==> src/rtl/keypad_emulator_pkg.sv <==
// kp_pkg: shared definitions for the 4x4 keypad emulator and any scanner that
// needs to decode key_code the same way.
//   kp_state_e     : FSM state encodings
//   KP_ROW_IDLE    : row/column value meaning "nothing asserted"
//   KP_*_LSB/IDX_W : key_code field positions, code = {col[1:0], row[1:0]}
//   kp_onehot_low  : index -> active-low one-hot line pattern
package kp_pkg;

  typedef enum logic [1:0] {
    KP_IDLE    = 2'd0,
    KP_PRESS   = 2'd1,
    KP_RELEASE = 2'd2
  } kp_state_e;

  localparam logic [3:0] KP_ROW_IDLE = 4'b1111;

  localparam int KP_IDX_W   = 2;
  localparam int KP_COL_LSB = 2;
  localparam int KP_ROW_LSB = 0;

  function automatic logic [3:0] kp_onehot_low(input logic [KP_IDX_W-1:0] idx);
    return ~(4'b0001 << idx);
  endfunction

endpackage

==> src/rtl/keypad_emulator_if.sv <==
// keypad_emulator_if: request handshake plus the scan lines of the keypad.
//   key_valid/key_code : press request from the requester (master)
//   key_ready          : emulator idle and able to take a request
//   shift_col          : active-low column strobes from the scanner (master)
//   row                : active-low row sense lines back to the scanner
//   busy/done/timeout  : emulator status
// master = requester/scanner side, slave = keypad emulator.
interface keypad_emulator_if;
  logic       key_valid;
  logic [3:0] key_code;
  logic       key_ready;
  logic [3:0] shift_col;
  logic [3:0] row;
  logic       busy;
  logic       done;
  logic       timeout;

  modport master (
    output key_valid, key_code, shift_col,
    input  key_ready, row, busy, done, timeout
  );

  modport slave (
    input  key_valid, key_code, shift_col,
    output key_ready, row, busy, done, timeout
  );
endinterface

==> src/rtl/keypad_emulator_strobe_counter.sv <==
// kp_strobe_counter: detects the trailing edge of a strobe (match was high
// last cycle, low now) and counts those edges up to LIMIT, saturating.
//   clk, reset : clock, async active-high reset
//   match      : strobe currently active
//   clear      : hold the count at zero
//   strobe_end : combinational, trailing edge seen this cycle
//   reach      : combinational, this edge is the LIMIT-th one
module kp_strobe_counter #(
  parameter int LIMIT = 4
) (
  input  logic clk,
  input  logic reset,
  input  logic match,
  input  logic clear,
  output logic strobe_end,
  output logic reach
);

  localparam int CW = $clog2(LIMIT + 1);
  localparam logic [CW-1:0] LIM    = CW'(LIMIT);
  localparam logic [CW-1:0] LIM_M1 = CW'(LIMIT - 1);

  logic          match_q;
  logic [CW-1:0] cnt;

  assign strobe_end = match_q && !match;
  assign reach      = strobe_end && (cnt >= LIM_M1);

  always_ff @(posedge clk or posedge reset) begin
    if (reset) begin
      match_q <= 1'b0;
      cnt     <= '0;
    end else begin
      match_q <= match;
      if (clear) begin
        cnt <= '0;
      end else if (strobe_end && (cnt != LIM)) begin
        cnt <= cnt + 1'b1;
      end
    end
  end

endmodule

==> src/rtl/keypad_emulator.sv <==
// keypad_emulator: passive 4x4 matrix-keypad responder. Accepts one key per
// handshake, answers the scanner's column strobes with that key's row
// pattern for HOLD_SCANS target strobes, then releases for GAP_SCANS
// column-0 strobes before taking the next key.
//   clk, reset : clock, async active-high reset
//   bus        : keypad_emulator_if.slave (handshake, scan lines, status)
//
// state      | meaning
// KP_IDLE    | key_ready high, waiting for a request
// KP_PRESS   | key held; row answers target-column strobes
// KP_RELEASE | key up; waiting for column-0 strobes before re-arming
module keypad_emulator
  import kp_pkg::*;
#(
  parameter int HOLD_SCANS = 4,
  parameter int GAP_SCANS  = 2,
  parameter int TIMEOUT    = 1023
) (
  input logic             clk,
  input logic             reset,
  keypad_emulator_if.slave bus
);

  localparam int TW = $clog2(TIMEOUT + 1);
  localparam logic [TW-1:0] TO_LAST = TW'(TIMEOUT - 1);
  localparam logic [TW-1:0] TO_MAX  = TW'(TIMEOUT);

  kp_state_e     state;
  logic [3:0]    code_q;
  logic [TW-1:0] cyc_cnt;

  logic [KP_IDX_W-1:0] col_idx;
  logic [KP_IDX_W-1:0] row_idx;
  logic tgt_act, col0_act;
  logic hold_match, hold_clear, hold_se, hold_reach;
  logic gap_match, gap_clear, gap_se, gap_reach;
  logic expire;

  assign col_idx = code_q[KP_COL_LSB +: KP_IDX_W];
  assign row_idx = code_q[KP_ROW_LSB +: KP_IDX_W];

  // Exact compare: idle (1111) or multi-low strobes never match.
  assign tgt_act  = (bus.shift_col == kp_onehot_low(col_idx));
  assign col0_act = (bus.shift_col == kp_onehot_low('0));

  assign hold_match = (state == KP_PRESS) && tgt_act;
  assign hold_clear = (state != KP_PRESS);
  assign gap_match  = (state == KP_RELEASE) && col0_act;
  assign gap_clear  = (state != KP_RELEASE);

  kp_strobe_counter #(.LIMIT(HOLD_SCANS)) u_hold (
    .clk        (clk),
    .reset      (reset),
    .match      (hold_match),
    .clear      (hold_clear),
    .strobe_end (hold_se),
    .reach      (hold_reach)
  );

  kp_strobe_counter #(.LIMIT(GAP_SCANS)) u_gap (
    .clk        (clk),
    .reset      (reset),
    .match      (gap_match),
    .clear      (gap_clear),
    .strobe_end (gap_se),
    .reach      (gap_reach)
  );

  // One watchdog serves both PRESS and RELEASE; it restarts on every
  // counted strobe end of whichever counter is active.
  assign expire = (cyc_cnt == TO_LAST);

  // Row follows shift_col with no register, as a physical key switch would.
  assign bus.row = ((state == KP_PRESS) && tgt_act) ? kp_onehot_low(row_idx) : KP_ROW_IDLE;

  always_ff @(posedge clk or posedge reset) begin
    if (reset) begin
      state         <= KP_IDLE;
      code_q        <= '0;
      cyc_cnt       <= '0;
      bus.key_ready <= 1'b0;
      bus.busy      <= 1'b0;
      bus.done      <= 1'b0;
      bus.timeout   <= 1'b0;
    end else begin
      bus.done    <= 1'b0;
      bus.timeout <= 1'b0;
      case (state)
        KP_IDLE: begin
          bus.key_ready <= 1'b1;
          bus.busy      <= 1'b0;
          cyc_cnt       <= '0;
          if (bus.key_valid && bus.key_ready) begin
            code_q        <= bus.key_code;
            state         <= KP_PRESS;
            bus.key_ready <= 1'b0;
            bus.busy      <= 1'b1;
          end
        end
        KP_PRESS: begin
          if (hold_se && hold_reach) begin
            state    <= KP_RELEASE;
            bus.done <= 1'b1;
            cyc_cnt  <= '0;
          end else if (hold_se) begin
            cyc_cnt <= '0;
          end else if (expire) begin
            state       <= KP_RELEASE;
            bus.timeout <= 1'b1;
            cyc_cnt     <= '0;
          end else if (cyc_cnt != TO_MAX) begin
            cyc_cnt <= cyc_cnt + 1'b1;
          end
        end
        KP_RELEASE: begin
          if ((gap_se && gap_reach) || (!gap_se && expire)) begin
            state         <= KP_IDLE;
            bus.key_ready <= 1'b1;
            bus.busy      <= 1'b0;
            cyc_cnt       <= '0;
          end else if (gap_se) begin
            cyc_cnt <= '0;
          end else if (cyc_cnt != TO_MAX) begin
            cyc_cnt <= cyc_cnt + 1'b1;
          end
        end
        default: begin
          state         <= KP_IDLE;
          bus.key_ready <= 1'b0;
          bus.busy      <= 1'b0;
        end
      endcase
    end
  end

endmodule

==> src/flat_wrapper.sv <==
// flat-port wrapper written by rule: the top's interface ports become plain ports
module keypad_emulator_flat import kp_pkg::*;
#(
  parameter int HOLD_SCANS = 4,
  parameter int GAP_SCANS  = 2,
  parameter int TIMEOUT    = 1023
)
  (clk, reset, bus_key_valid, bus_key_code, bus_shift_col, bus_key_ready, bus_row, bus_busy, bus_done, bus_timeout);
  keypad_emulator_if bus_i ();
  input logic clk;
  input logic reset;
  input wire logic [$bits(bus_i.key_valid)-1:0] bus_key_valid;
  input wire logic [$bits(bus_i.key_code)-1:0] bus_key_code;
  input wire logic [$bits(bus_i.shift_col)-1:0] bus_shift_col;
  output wire logic [$bits(bus_i.key_ready)-1:0] bus_key_ready;
  output wire logic [$bits(bus_i.row)-1:0] bus_row;
  output wire logic [$bits(bus_i.busy)-1:0] bus_busy;
  output wire logic [$bits(bus_i.done)-1:0] bus_done;
  output wire logic [$bits(bus_i.timeout)-1:0] bus_timeout;
  assign bus_i.key_valid = bus_key_valid;
  assign bus_i.key_code = bus_key_code;
  assign bus_i.shift_col = bus_shift_col;
  assign bus_key_ready = bus_i.key_ready;
  assign bus_row = bus_i.row;
  assign bus_busy = bus_i.busy;
  assign bus_done = bus_i.done;
  assign bus_timeout = bus_i.timeout;
  keypad_emulator #(.HOLD_SCANS(HOLD_SCANS), .GAP_SCANS(GAP_SCANS), .TIMEOUT(TIMEOUT)) u_core (.clk(clk), .reset(reset), .bus(bus_i));
endmodule
==> config.mk <==
export PLATFORM = sky130hd
export DESIGN_NAME = keypad_emulator_flat
export DESIGN_NICKNAME = d
export VERILOG_FILES = /design/src/rtl/keypad_emulator_pkg.sv /design/src/rtl/keypad_emulator_if.sv /design/src/rtl/keypad_emulator_strobe_counter.sv /design/src/rtl/keypad_emulator.sv /design/src/flat_wrapper.sv
export SDC_FILE = /design/constraint.sdc
export NUM_CORES = 1
export LEC_CHECK = 0
export ABC_AREA = 1
export CORE_UTILIZATION = 60
export DETAILED_ROUTE_END_ITERATION = 7
export DONT_BUFFER_PORTS = 1
export PLACE_DENSITY = 0.76
export SETUP_SLACK_MARGIN = 0.15
export SYNTH_ARGS = -nofsm -noshare
export SYNTH_HDL_FRONTEND = slang
export SYNTH_SLANG_ARGS = --single-unit
==> constraint.sdc <==
create_clock -name clk -period 1.9 [get_ports clk]
set_input_delay 0.19 -clock clk [delete_from_list [all_inputs] [get_ports clk]]
set_output_delay 0.19 -clock clk [all_outputs]
set_load 0.02 [all_outputs]
==> metrics.txt, run 1 <==
area grow syn2layout=16.8%; Hold WC Path Type=input port to flop; Gate power share=0.458; Slowest-stage cell, CP=dfrtp_2; xor/xnor share of the synthesized area=0.0210; crit end category=output port; RSZ-0062 raised after global routing=yes; critical path class=flop to output port; max-cap violations=0; CTS tree=built; Iteration-0 DRC Markers=36; # port buffers=0; largest net degree at the start of global routing=17; clk buf depth=2; vias in the first global route=1320; Switching Power=0.941 mW; I/O pins=19; Total GRT Usage=0.266; Min Clock Period, post-route=1740 ps; post-synth top area cell=dfrtp_1; placed wire-length estimate=2540 µm; FP Rows=18; DRC Markers=0; number of synthesis warnings=0; final hold vios=0; clock transition at the registers of the reported paths=140 ps; mux cell area share after synthesis=0; final net count=256; Seq/Total Area, Yosys=0.405; TNS Setup=0 ps; count leader, synth=nand2_1; total global routing overflow=0; Startpoint Class=flop; final cycle utilization of the critical path=0.916; Post-synth EDFFs=0; adder-cell share of the synthesized area=0.0826; #FFs+latches synth=27; synth unique cells=25; outcome=completed; Die Height=54.7 µm; syn_area_per_cell=7.61 µm²; syn_nets=241; die area=2990 µm²; initial core utilization=0.655; Arrival @ worst endpoint=1550 ps; area share of the largest cell type after synthesis=0.405; Critical Path RT=1710 ps; CTS Buf Count=3; Clock Power Share=0.126; Pint=1.09 mW; ranking of synthesized cells by area=dfrtp_1, nand2_1, ha_1; Worst-Skew Late Latency=340 ps; largest family of logic cells by synthesized area=simple AND/OR/NAND/NOR gates; relative max-transition margin=0.577; DR pass1 iterations=4; fin. max-slew vios=0; worst slew pin tran=634 ps; CP startpoint=u_core.code_q[2]$_DFFE_PP0P_; asr flop ratio synth=1.00; min-delay src=bus_key_code[1]; Detailed Route WL=3660 µm; Worst Skew=4.99 ps; sequential power share=0.416; reg2reg start=u_core.cyc_cnt[0]$_DFFE_PP0P_; Tot Pwr=2.03 mW; power per cell area=1040 nW/µm²; root buf cell=clkbuf_4; GP Congestion=0.860; endpoints failing setup=0; crit-path max cell delay=480 ps; Synth top cells by count=nand2_1, inv_1, dfrtp_1; CTS H-tree lvls=1; Critical Path, Cell by Cell=o21bai_1 -> nand2_1 -> nor2_2 -> nand3_2 -> clkinv_4 -> nand3_4; Sw Ratio=0.463; synthesized area=1670 µm²; critical-path maximum fanout=6; Synth Area in Compound Gates=0.0998; maximum clock frequency=575 MHz; diode count=0; simple-gate share of the synthesized area=0.318; Core Area=2540 µm²; fillcell total=186; cells after synthesis=219; die width=54.7 µm; share of cells above drive strength 1=0.215; via count=1466; Top FF cell, synth=dfrtp_1; number of vias per cell=5.57; Peak VDD IR=0.000713 V; drt wl/cell=13.9 µm; number of routed nets with antenna violations=0; antenna violations before repair=0; Static Leakage=0.940 nW; clock sinks=27; global-route wire length before repair=5510 µm
-- registers in the layout (all words and copies together), names as in the netlist --
| register | count |
|---|---|
| u_core.u_gap.cnt | 2 |
| u_core.bus.key_ready | 1 |
| u_core.code_q | 4 |
| u_core.bus.busy | 1 |
| u_core.cyc_cnt | 10 |
| u_core.bus.timeout | 1 |
| u_core.state | 2 |
| u_core.u_hold.cnt | 3 |
| u_core.bus.done | 1 |
| u_core.u_hold.match_q | 1 |
| u_core.u_gap.match_q | 1 |
-- worst max-delay path, delay by kind of cell, from the launching register on --
family                 cells  cell delay, ps
AO/OA/AOI/OAI              1             140
buffers and inverters      1             120
flip-flops                 1             480
AND/OR/NAND/NOR            4             470
-- placed cells by master, fill, tap and decap left out, types with 3 or more instances in the layout --
cell type      Yosys  routed
buf_4              0       6
nor2_1            15      13
inv_1             28      26
nand3_1           25      19
clkbuf_4           0       3
nand4_1            5       5
nand3_2            1       3
ha_1              11       9
inv_2              2       3
o21ai_0            9       9
a21oi_1            7       6
dfrtp_1           27      23
nand2_1           61      60
xor2_1             4       4
o21ai_2            6       8
nand3_4            0       4
dlygate4sd3_1      0       5
dfrtp_2            0       4
nor2_2             4       6
-- timing repair --
action                                 4_1_cts  5_1_grt
resized for setup                            6       24
pin swaps                                    0        9
buffers inserted                             1        4
setup endpoints to repair                    4       19
endpoints found under the hold margin       18        1
cloned                                       0        0
hold buffers                                 4        1
-- worst paths after layout --
check	endpoint	slack (ps)	cells after the start
min in group asynchronous	u_core.bus.key_ready$_DFFE_PP0P_	360	2
setup / recovery	bus_row[3]	160	6
max in group asynchronous	u_core.cyc_cnt[0]$_DFFE_PP0P_	920	3
hold reg to reg	u_core.u_hold.cnt[1]$_DFFE_PP0P_	530	2
setup reg to reg	u_core.state[0]$_DFFE_PP0P_	180	11
hold / removal	u_core.code_q[1]$_DFFE_PP0P_	4	2
-- area by class of cell --
type / count / area, µm² / area share
Tap cell: 30 / 37.5 / 0.0193
Multi-Input combinational cell: 160 / 977 / 0.502
Sequential cell: 27 / 681 / 0.350
Inverter: 30 / 118 / 0.0604
Clock buffer: 3 / 22.5 / 0.0116
Clock inverter: 1 / 5.00 / 0.00257
Timing Repair Buffer: 12 / 106 / 0.0546
-- power by group through the flow --
stage                     clock network (mW)  logic, mW  registers [mW]
after floorplan                            0      0.604           0.798
after global placement                     0      0.726           0.813
after detailed placement                   0      0.761           0.820
after CTS                              0.265      0.781           0.817
after global routing                   0.288       1.05           0.863
final                                  0.257      0.931           0.846
-- metal layers --
metal | GRT usage | up-vias | wire length (µm)
li1 | - | 734 | -
met2 | 0.494 | 29 | 1980
met4 | 0.0940 | 0 | 55
met1 | 0.287 | 696 | 1510
met3 | 0.0639 | 7 | 114
met5 | 0 | - | 0
-- per-stage QoR --
step	worst slack (ps)	util	hold slack [ps]	cells	instance area (µm²)
6_report	160	0.765	3.53	263	1950
5_1_grt	13.6	0.765	6.40	263	1950
4_1_cts	163	0.710	0.559	258	1810
3_5_place_dp	194	0.672	179	249	1710
3_3_place_gp	237	0.672	174	249	1710
2_1_floorplan	375	-	243	219	1670
-- cells by family (layout without fill, tap and decap cells) --
group,after synthesis,after routing
AND/OR/NAND/NOR,118,118
buffers and inverters,32,46
AO/OA/AOI/OAI,27,27
flip-flops,27,27
adder cells (fa/ha/maj),11,11
XOR/XNOR,4,4
(Power assumes the default switching activity.)
==> run 2: changes to the inputs <==
ABC_AREA = not set   (was 1)
==> run 2 against run 1 <==
  * The run now ends with setup timing left
  * Global-route usage increased by 0.33 points
  * Flip-flop and latch count stayed put
  * Combinational power rose by 55%
  * Highest routed layer unchanged
==> metrics.txt, run 2 <==
Min Clock Period, post-route=2050 ps (was 1740 ps); Die Height=55.0 µm (was 54.7 µm); most frequent cells in the layout=dfrtp_1, buf_4, nor2_1, inv_1 (was nand2_1, inv_1, dfrtp_1, nand3_1, nor2_1); #FFs+latches synth=27 (unchanged); Final Core Density=0.833 (was 0.765); Hold WC Path Type=input port to flop (unchanged); setup slack at placement=48.2 ps (was 194 ps); violated checks=setup timing; Synth top cells by count=dfrtp_1, nor2_1, inv_1 (was nand2_1, inv_1, dfrtp_1); Worst-Skew Late Latency=340 ps (about the same); critical path class=flop to output port (unchanged); post-synth top area cell=dfrtp_1 (unchanged); number of vias per cell=6.57 (was 5.57); Pint=1.41 mW (was 1.09 mW); cells after synthesis=179 (was 219); Total GRT Usage=0.269 (was 0.266); RSZ-0062 raised after global routing=yes (unchanged); synthesized area=1680 µm² (was 1670 µm²); syn_area_per_cell=9.41 µm² (was 7.61 µm²); critical-path maximum fanout=3 (was 6); via count=1543 (was 1466); worst slew pin tran=520 ps (was 634 ps); clock sinks=27 (unchanged); # port buffers=0 (unchanged); reg-to-reg slack, setup=-60 ps (was 180 ps); Slowest-stage cell, CP=or3_4 (was dfrtp_2); Startpoint Class=flop (unchanged); Hold Path Depth=1 (was 2); hold worst-path end=u_core.code_q[2]$_DFFE_PP0P_ (was u_core.code_q[1]$_DFFE_PP0P_); Sw Ratio=0.449 (was 0.463); Switching Power=1.15 mW (was 0.941 mW); crit end category=output port (unchanged); reg2reg start=u_core.code_q[3]$_DFFE_PP0P_ (was u_core.cyc_cnt[0]$_DFFE_PP0P_); total global routing overflow=0 (unchanged); Worst R2R End=u_core.cyc_cnt[1]$_DFFE_PP0P_ (was u_core.state[0]$_DFFE_PP0P_); Detailed Route WL=4580 µm (was 3660 µm); die area=3020 µm² (was 2990 µm²); drt wl/cell=19.5 µm (was 13.9 µm); I/O pins=19 (unchanged); biggest regs=u_core.cyc_cnt: 10 flops, u_core.code_q: 4 flops, u_core.u_hold.cnt: 3 flops (unchanged); cell count after placement=214 (was 249); outcome=complete, but fails checks (was completed); post-route insts no fill=235 (was 263); Most flops, register=u_core.cyc_cnt (unchanged); diode count=0 (unchanged); max-cap violations=0 (unchanged); Core Area=2570 µm² (was 2540 µm²); vias in the first global route=1376 (was 1320); leading cell type in the layout, fill and taps excluded=dfrtp_1 (was nand2_1); sequential power share=0.332 (was 0.416); final cycle utilization of the critical path=1.08 (was 0.916); endpoints failing setup=14 (was 0); Iteration-0 DRC Markers=55 (was 36); final net count=228 (was 256); DRC Markers=0 (unchanged); largest net degree at the start of global routing=23 (was 17); crit-path leading delay family=compound AO/OA/AOI/OAI gates (was flip-flops); syn_nets=201 (was 241); Arrival @ worst endpoint=1860 ps (was 1550 ps); area share of the largest cell type after synthesis=0.401 (was 0.405); Gate power share=0.564 (was 0.458); die width=55.0 µm (was 54.7 µm); ranking of synthesized cells by area=dfrtp_1, ha_1, nor2_1 (was dfrtp_1, nand2_1, ha_1); DR pass1 iterations=5 (was 4); Seq/Total Area, Yosys=0.401 (was 0.405); number of routed nets with antenna violations=0 (unchanged); power per cell area=1200 nW/µm² (was 1040 nW/µm²); Critical Path, Cell by Cell=a2bb2oi_1 -> a21o_2 -> a211o_4 -> or3_4 (was o21bai_1 -> nand2_1 -> nor2_2 -> nand3_2 -> clkinv_4 -> nand3_4); relative max-transition margin=0.650 (was 0.577); clock transition at the registers of the reported paths=150 ps (was 140 ps); Critical Path RT=1710 ps (about the same); Clock Power Share=0.104 (was 0.126); maximum clock frequency=487 MHz (was 575 MHz); CTS Buf Count=3 (unchanged); antenna violations before repair=0 (unchanged); placed wire-length estimate=2550 µm (was 2540 µm); root buf cell=clkbuf_4 (unchanged); R2R cell count=8 (was 11); WP buf/inv=0 (was 1); Largest register FFs=10 (unchanged); share of cells above drive strength 1=0.356 (was 0.215); global-route wire length before repair=5780 µm (was 5510 µm); Static Leakage=0.965 nW (was 0.940 nW); CTS H-tree lvls=1 (unchanged); synth unique cells=55 (was 25); Post-synth EDFFs=0 (unchanged); worst setup margin=-155 ps (was 160 ps); Peak VDD IR=0.00107 V (was 0.000713 V); final hold vios=0 (unchanged); area grow syn2layout=27.0% (was 16.8%); crit-path max cell delay=420 ps (was 480 ps); clk buf depth=2 (unchanged); GP Congestion=0.875 (was 0.860); FP Rows=18 (unchanged); count leader, synth=dfrtp_1 (was nand2_1); initial core utilization=0.656 (was 0.655); number of synthesis warnings=0 (unchanged); Top FF cell, synth=dfrtp_1 (unchanged); fin. max-slew vios=0 (unchanged); CTS tree=built (unchanged); min-delay src=bus_key_code[2] (was bus_key_code[1]); asr flop ratio synth=1.00 (unchanged); Worst Skew=9.51 ps (was 4.99 ps)
## run 2: cell types whose count changed in the layout (fill, tap and decap cells not counted), sizes merged, moves of 7 or more
cell,delta
nand2,-54
inv,-14
buf,+17
nand3,-15
o21ai,-7
## run 2: worst max-delay path by stage
stage                                        startpoint                            end  cells past startpoint  slack [ps]
final                      u_core.code_q[2]$_DFFE_PP0P_                     bus_row[0]                      4        -150
after global routing       u_core.code_q[3]$_DFFE_PP0P_                     bus_row[0]                      4        -200
after CTS                  u_core.code_q[2]$_DFFE_PP0P_                     bus_row[0]                      4        -120
after detailed placement    u_core.state[0]$_DFFE_PP0P_    u_core.state[1]$_DFFE_PP0P_                      8          50
after global placement    u_core.cyc_cnt[0]$_DFFE_PP0P_    u_core.state[1]$_DFFE_PP0P_                      8          40
after floorplan           u_core.cyc_cnt[0]$_DFFE_PP0P_  u_core.cyc_cnt[5]$_DFFE_PP0P_                      8         180
## run 2: power by group through the flow
stage | Clock (mW) | Sequential (mW) | Combinational, mW
floorplan | 0 | 0.806 | 0.723
global placement | 0 | 0.829 | 0.923
detailed placement | 0 | 0.840 | 0.943
CTS | 0.263 | 0.825 | 1.06
global route | 0.273 | 0.863 | 1.52
finish | 0.267 | 0.851 | 1.44
## run 2: timing repair
| item | 4_1_cts | 5_1_grt |
|---|---|---|
| setup endpoints to repair | 14 | 22 |
| hold endpoints to repair | 28 | 2 |
| buffers inserted | 6 | 6 |
| hold buffers | 2 | 2 |
| pin swaps | 6 | 14 |
| cloned | 0 | 1 |
| gates resized for setup | 12 | 34 |
## run 2: area by class of cell
type	instances	area, µm²
sequential	27	677
inverter	16	72.6
multi-input combinational	130	1080
timing repair buffer	28	248
fill	152	428
tap	30	37.5
clock buffer	4	26.3
## run 2: cell families after synthesis
| group | count (synthesis) | share of synthesized area |
|---|---|---|
| compound gates | 43 | 0.196 |
| xor+xnor | 3 | 0.0156 |
| fa+ha+maj | 11 | 0.0817 |
| buf+inv | 22 | 0.0587 |
| flops | 27 | 0.401 |
| mux | 6 | 0.0386 |
| simple gates | 67 | 0.208 |
## run 2: routing by layer
layer  vias to the layer above  track usage  share of wire
met3                        13       0.0301          0.049
met5                         -            0              0
met4                         0       0.0875          0.018
li1                        701            -              -
met2                        58        0.492           0.52
met1                       771        0.325           0.42
## run 2: through the flow
step,hold slack (ps),TNS (ps),power [mW],area [µm²]
2_1_floorplan,243,0,1.53,1700
3_3_place_gp,-7.00,0,1.75,1780
3_5_place_dp,5.29,0,1.78,1780
4_1_cts,0.500,-133,2.15,1930
5_1_grt,2.72,-1820,2.65,2140
6_report,2.56,-606,2.56,2140
